===== config.mk =====
export PLATFORM = sky130hd
export DESIGN_NAME = alu_rr_scheduler
export DESIGN_NICKNAME = d
export VERILOG_FILES = /design/src/rtl/alu_rr_scheduler.sv
export SDC_FILE = /design/constraint.sdc
export NUM_CORES = 1
export LEC_CHECK = 0
export BUFFER_PORTS_ARGS = -buffer_cell sky130_fd_sc_hd__buf_2
export CAP_MARGIN = 10
export CELL_PAD_IN_SITES_DETAIL_PLACEMENT = 0
export CELL_PAD_IN_SITES_GLOBAL_PLACEMENT = 1
export CORE_ASPECT_RATIO = 0.8
export CORE_MARGIN = 2
export CORE_UTILIZATION = 31
export CTS_CLUSTER_SIZE = 16
export DETAILED_ROUTE_END_ITERATION = 12
export PLACE_DENSITY = 0.75
export REMOVE_ABC_BUFFERS = 1
export SLEW_MARGIN = 40
export SYNTH_ARGS = -nofsm -noshare
export SYNTH_HDL_FRONTEND = slang
export SYNTH_SLANG_ARGS = --single-unit

===== constraint.sdc =====
create_clock -name clk -period 1.75 [get_ports clk]
set_clock_uncertainty 0.15 [all_clocks]
set_input_delay 0.35 -clock clk [delete_from_list [all_inputs] [get_ports clk]]
set_output_delay 0.35 -clock clk [all_outputs]
set_load 0.02 [all_outputs]

===== src/rtl/alu_rr_scheduler.sv =====
// alu_rr_scheduler: shares one combinational ALU between two valid/ready requesters.
// Round-robin arbitration picks the requester that was not granted last. The winner's
// operands are registered onto the ALU for one cycle. The result and carry are captured
// and returned on a response channel, tagged with the requester ID.
module alu_rr_scheduler #(
    parameter int unsigned DATA_W = 8,
    parameter int unsigned SEL_W  = 4,
    parameter int unsigned CNT_W  = 8
) (
    input  logic              clk,
    input  logic              reset,
    input  logic              req0_valid,
    input  logic [DATA_W-1:0] req0_a,
    input  logic [DATA_W-1:0] req0_b,
    input  logic [SEL_W-1:0]  req0_sel,
    output logic              req0_ready,
    input  logic              req1_valid,
    input  logic [DATA_W-1:0] req1_a,
    input  logic [DATA_W-1:0] req1_b,
    input  logic [SEL_W-1:0]  req1_sel,
    output logic              req1_ready,
    output logic [DATA_W-1:0] alu_a,
    output logic [DATA_W-1:0] alu_b,
    output logic [SEL_W-1:0]  alu_sel,
    input  logic [DATA_W-1:0] alu_out,
    input  logic              alu_carry,
    output logic              rsp_valid,
    input  logic              rsp_ready,
    output logic              rsp_id,
    output logic [DATA_W-1:0] rsp_data,
    output logic              rsp_carry,
    output logic              busy,
    output logic [CNT_W-1:0]  op_count
);

    localparam logic [1:0] IDLE = 2'd0;
    localparam logic [1:0] EXEC = 2'd1;
    localparam logic [1:0] RESP = 2'd2;

    logic [1:0]        state_q, state_d;
    logic              last_grant_q, last_grant_d;
    logic              pend_id_q, pend_id_d;
    logic [DATA_W-1:0] alu_a_q, alu_a_d;
    logic [DATA_W-1:0] alu_b_q, alu_b_d;
    logic [SEL_W-1:0]  alu_sel_q, alu_sel_d;
    logic              rsp_valid_q, rsp_valid_d;
    logic              rsp_id_q, rsp_id_d;
    logic [DATA_W-1:0] rsp_data_q, rsp_data_d;
    logic              rsp_carry_q, rsp_carry_d;
    logic [CNT_W-1:0]  op_count_q, op_count_d;

    logic accept;
    logic winner;

    // Round-robin pick: on a tie the requester not granted last time wins.
    always_comb begin
        accept = (state_q == IDLE) && (req0_valid || req1_valid);
        if (req0_valid && req1_valid) begin
            winner = ~last_grant_q;
        end else begin
            winner = req1_valid;
        end
    end

    assign req0_ready = accept && !winner;
    assign req1_ready = accept && winner;
    assign busy       = (state_q != IDLE);

    // Next-state logic for the IDLE -> EXEC -> RESP sequence.
    always_comb begin
        state_d      = state_q;
        last_grant_d = last_grant_q;
        pend_id_d    = pend_id_q;
        alu_a_d      = alu_a_q;
        alu_b_d      = alu_b_q;
        alu_sel_d    = alu_sel_q;
        rsp_valid_d  = rsp_valid_q;
        rsp_id_d     = rsp_id_q;
        rsp_data_d   = rsp_data_q;
        rsp_carry_d  = rsp_carry_q;
        op_count_d   = op_count_q;
        case (state_q)
            IDLE: begin
                if (accept) begin
                    state_d      = EXEC;
                    last_grant_d = winner;
                    pend_id_d    = winner;
                    alu_a_d      = winner ? req1_a : req0_a;
                    alu_b_d      = winner ? req1_b : req0_b;
                    alu_sel_d    = winner ? req1_sel : req0_sel;
                end
            end
            EXEC: begin
                // ALU inputs have been stable for the whole cycle; sample its output.
                state_d     = RESP;
                rsp_data_d  = alu_out;
                rsp_carry_d = alu_carry;
                rsp_id_d    = pend_id_q;
                rsp_valid_d = 1'b1;
            end
            RESP: begin
                if (rsp_valid_q && rsp_ready) begin
                    state_d     = IDLE;
                    rsp_valid_d = 1'b0;
                    op_count_d  = op_count_q + CNT_W'(1);
                end
            end
            default: begin
                state_d     = IDLE;
                rsp_valid_d = 1'b0;
            end
        endcase
    end

    // State registers with synchronous reset; ALU operands persist outside EXEC.
    always_ff @(posedge clk) begin
        if (reset) begin
            state_q      <= IDLE;
            last_grant_q <= 1'b1;
            pend_id_q    <= 1'b0;
            alu_a_q      <= '0;
            alu_b_q      <= '0;
            alu_sel_q    <= '0;
            rsp_valid_q  <= 1'b0;
            rsp_id_q     <= 1'b0;
            rsp_data_q   <= '0;
            rsp_carry_q  <= 1'b0;
            op_count_q   <= '0;
        end else begin
            state_q      <= state_d;
            last_grant_q <= last_grant_d;
            pend_id_q    <= pend_id_d;
            alu_a_q      <= alu_a_d;
            alu_b_q      <= alu_b_d;
            alu_sel_q    <= alu_sel_d;
            rsp_valid_q  <= rsp_valid_d;
            rsp_id_q     <= rsp_id_d;
            rsp_data_q   <= rsp_data_d;
            rsp_carry_q  <= rsp_carry_d;
            op_count_q   <= op_count_d;
        end
    end

    assign alu_a     = alu_a_q;
    assign alu_b     = alu_b_q;
    assign alu_sel   = alu_sel_q;
    assign rsp_valid = rsp_valid_q;
    assign rsp_id    = rsp_id_q;
    assign rsp_data  = rsp_data_q;
    assign rsp_carry = rsp_carry_q;
    assign op_count  = op_count_q;

endmodule


; ---- Word level (Yosys, flattened, before mapping)
; Cells that the tools add are included.
[classes]
n_reduce_logical = 13
n_addsub = 1
n_eq_ne = 4
bitwise = 2
n_mux = 9
[op_table]
columns = cell, n
row1 = $mux 8, 2
row2 = $add 8x1->8 const B, 1
row3 = $reduce_and 2->1, 4
row4 = $pmux 2 s3, 1
row5 = $logic_and 1x1->1, 5
row6 = $mux 2, 2
row7 = $mux 4, 1
row8 = $ne 2x2->1 const B, 2
row9 = $pmux 1 s3, 1
row10 = $eq 2x1->1 const B, 1
row11 = $eq 2x2->1 const B, 1
row12 = $logic_not 2->1, 1
row13 = $mux 1, 2
row14 = $not 1->1, 2
row15 = $reduce_bool 2->1, 1
row16 = $logic_not 1->1, 1
row17 = $logic_or 1x1->1, 1
[totals]
out_inout_bits = 42
register_bits = 43
input_bits = 54
wordCells = 40

; ---- Depth between registers and ports, before layout
[depth]
word_depth = 4
ltp_mapped = 4

; ---- Worst setup path after synthesis
; No wires, ideal clock.
[synth_path]
kind = register to output
startpoint = reg state_q[1]
endpoint = out req1_ready
arrival_ns = 1.175
path_stages_with_launch = 4
slack_ns = 0.075
path_cell_list = dfxtp_1 > nor3b_1 > buf_2 > and2_1
[synth_between]
elab_chain_cells = 3
[synth_rtl]
columns = element, line_no
row1 = "start, declared", 40  ; logic [1:0] state_q, state_d;
row2 = "start signal, assigned", 130  ; state_q <= state_d;
row3 = $logic_not 2->1, 57  ; accept = (state_q == IDLE) && (req0_valid || req1_valid);
row4 = $logic_and 1x1->1, 57
row5 = $logic_and 1x1->1, 66  ; assign req1_ready = accept && winner;
row6 = "end, declared", 21  ; output logic req1_ready,
; Every way passes these cells.

; ---- Worst setup path after layout
[layout_path]
startpoint = reg state_q[1]
endpoint = out req0_ready
[layout_between]
elab_chain_cells = 3
[layout_rtl]
columns = element, line_no
row1 = $logic_not 2->1, 57
row2 = $logic_and 1x1->1, 57
row3 = $logic_and 1x1->1, 65  ; assign req0_ready = accept && !winner;
row4 = "end, declared", 16  ; output logic req0_ready,
; Every way passes these cells.

==> flow_summary.toml <==
[synth]
synth_cells = 226
synth_top_area_share = 0.469
avgSynthCellArea_sq_um = 8.13
synth_top_cell_by_area = "dfxtp_1"
ys_seq_elements = 43
seq_area_frac_synth = 0.469
yosysWarnings = 0
yosysUniqueCellTypes = 30
syn_area_sq_um = 1840
synthTopCellsByArea = "dfxtp_1 47%, nand3_1 11%, a31oi_1 6.8%"

[layout]
drive_above_1_share = 0.384
nFillCells = 621
regArea_sq_um = 865
fin_nets = 378
utilization = 0.449
antennaDiodeCount = 0
final_cells = 404
multi_input_area_sq_um = 908
syn_to_final_growth_pct = 42.2

[clocking]
clkLatencyLatePin_ns = 0.28
tritoncts = "done"
cts_sinks = 43
clockBufferDepth = 2
cts_made_buffers = 5
clk_pin_slew_ns = 0.08
htreeDepth = 2
root_buffer = "clkbuf_8"

[grt]
grt_pass1_wl_um = 9000
grt_use_total = 0.167
grt_max_degree = 24
grt_overflow = 0
grt_pass1_vias = 1907
antenna_found_initial = 0

[setup_path]
path_common_cell = "buf_6"
end_kind = "primary output"
cp_slowest_cell = "dfxtp_4"
cp_cell_sequence = "buf_6, nor3b_4, and2_4, buf_6"
slowest_delay_ns = 0.35
worstPathRequired_ns = 1.25
critPathBufInv = 2
crit_family = "simple AND/OR/NAND/NOR gates"
criticalPathCategory = "register to primary output"
crit_arrival_ns = 1.24
crit_fanout = 2
startpoint_type = "register"

[placed_design]
dp_hpwl_um = 3780
place_congestion = 0.769
dpl.cell_count = 395
dp_slack_ns = 0.0692
io_buffers = 95

[routing]
drt.antenna.violating_nets = 0
wl_per_cell_um = 13.4
vias_per_cell = 4.99
drt_iter0_drc = 71
routed_wl_um = 5420
drc = 0
vias = 2014
dr.pass1.iters = 4

[floorplan]
rows = 25
start_util = 0.316
die-area_sq_um = 6560
pin_count = 96
die_y_um = 72.8
coreArea_sq_um = 5820
die_width_um = 90.1

[sta]
maxSlewHeadroom = 0.716
setup_violations = 0
post-route-min-period_ns = 1.74
hold_slack_ns = 0.145
fmax_mhz = 575
finalCritPeriodShare = 0.993
hold_viol_final = 0
rsz0062_at_grt = "true"
setup_slack_ns = 0.0115
drv_slew = 0
worstMarginPinSlew_ns = 0.427

[pwr]
powerDensity_nw_per_um2 = 924
p_total_w = 0.00241
leakagePower_nw = 1.17
irDropWorstVdd_v = 0.000400

[flow_run]
drv_cap = 0

[worst_hold_path]
hold_class = "primary input to register"

[run_status]
status = "completed"
-- placed cells by master, fill, tap and decap left out, types with 2 or more instances in the layout --
cell type  count
inv_1          3
nor3_1         3
a21oi_1       17
dfxtp_1       42
nand2_1       25
buf_2         92
nor3b_4        2
o21ai_0       21
nand3_1       41
nand2b_1       2
and2_4         2
a31oi_1       20
o31ai_1        5
clkbuf_8       5
or4_1          5
nor2_1         5
buf_4         13
buf_6          4
-- final timing paths --
| path | startpoint | endpoint | slack (ns) | cells after the start |
|---|---|---|---|---|
| setup / recovery | state_q[1] | req0_ready | 0.01 | 4 |
| hold / removal | alu_out[7] | rsp_data[7] | 0.14 | 3 |
| hold reg to reg | pend_id_q | rsp_id | 0.30 | 2 |
| setup reg to reg | state_q[0] | op_count[6] | 0.16 | 3 |
-- sequential cells by signal, indices dropped and copies added (netlist names) --
register	cells
last_grant_q	1
rsp_carry	1
rsp_valid	1
pend_id_q	1
alu_sel	4
alu_a	8
state_q	2
alu_b	8
rsp_id	1
op_count	8
rsp_data	8
-- tightest hold or removal path: stages --
cell and delay, ns:
buf_2 0.09, nand2_1 0.04, a21oi_1 0.05
-- kinds of logic (layout without fill, tap and decap cells) --
kind of cell,Yosys count,count (layout),share of synthesized area
and+or+nand+nor,91,91,0.255
AOI/OAI and AO/OA,66,66,0.206
DFF,43,43,0.469
buffers and inverters,23,120,0.0531
adders and majority gates,1,1,0.00681
xor gates and xnor gates,1,1,0.00477
muxes,1,1,0.00545
-- Yosys cell counts --
library cell  number
mux2i_1            1
o21ba_2            1
nor2_1             5
or4_1              5
clkbuf_1          15
ha_1               1
and2b_1            1
buf_6              1
or2_0              1
buf_1              1
nor3b_1            2
nor3_1             3
nand3b_1           1
xor2_1             1
nand3_1           41
or3_1              1
nand4b_4           1
o21a_1             1
a211o_1            1
buf_2              3
and2_1             2
nand2_1           25
nand2b_1           2
nand4_1            1
inv_1              3
a31oi_1           20
o31ai_1            5
a21oi_1           17
o21ai_0           21
dfxtp_1           43
-- where the power goes --
group / internal [W] / switching [W]
clock network: 0.000419 / 0.000322
logic: 0.000239 / 0.000334
registers: 0.00105 / 0.0000439
-- area by class of cell --
| cell class | instances | area share |
|---|---|---|
| well taps | 81 | 0.0388 |
| clock inverters | 1 | 0.0115 |
| multi-input cells | 160 | 0.348 |
| inverters | 3 | 0.00431 |
| repair buffers | 110 | 0.239 |
| flip-flops and latches | 43 | 0.331 |
| clock buffers | 6 | 0.0278 |
-- metal layers --
metal / share of wire / wire [um] / track usage / vias up
met2: 0.44 / 2380 / 0.266 / 73
li1: - / - / - / 1010
met1: 0.48 / 2610 / 0.226 / 926
met4: 0.0063 / 34 / 0.0393 / 0
met3: 0.073 / 393 / 0.0506 / 5
met5: 0 / 0 / 0 / -
-- what timing repair did --
action,in CTS,in global routing
gates cloned,0,0
gates resized for setup,13,2
buffers inserted,2,0
pin swaps,4,1
hold buffers,0,0
setup endpoints to repair,3,3
-- metrics by stage --
step	area [sq um]	TNS [ns]
after floorplan	1750	-11.55
after global placement	2450	0
after detailed placement	2450	0
after CTS	2600	-0.0121
after global routing	2610	-0.0710
final	2610	0
No activity file was read; power rests on OpenSTA's default activity.
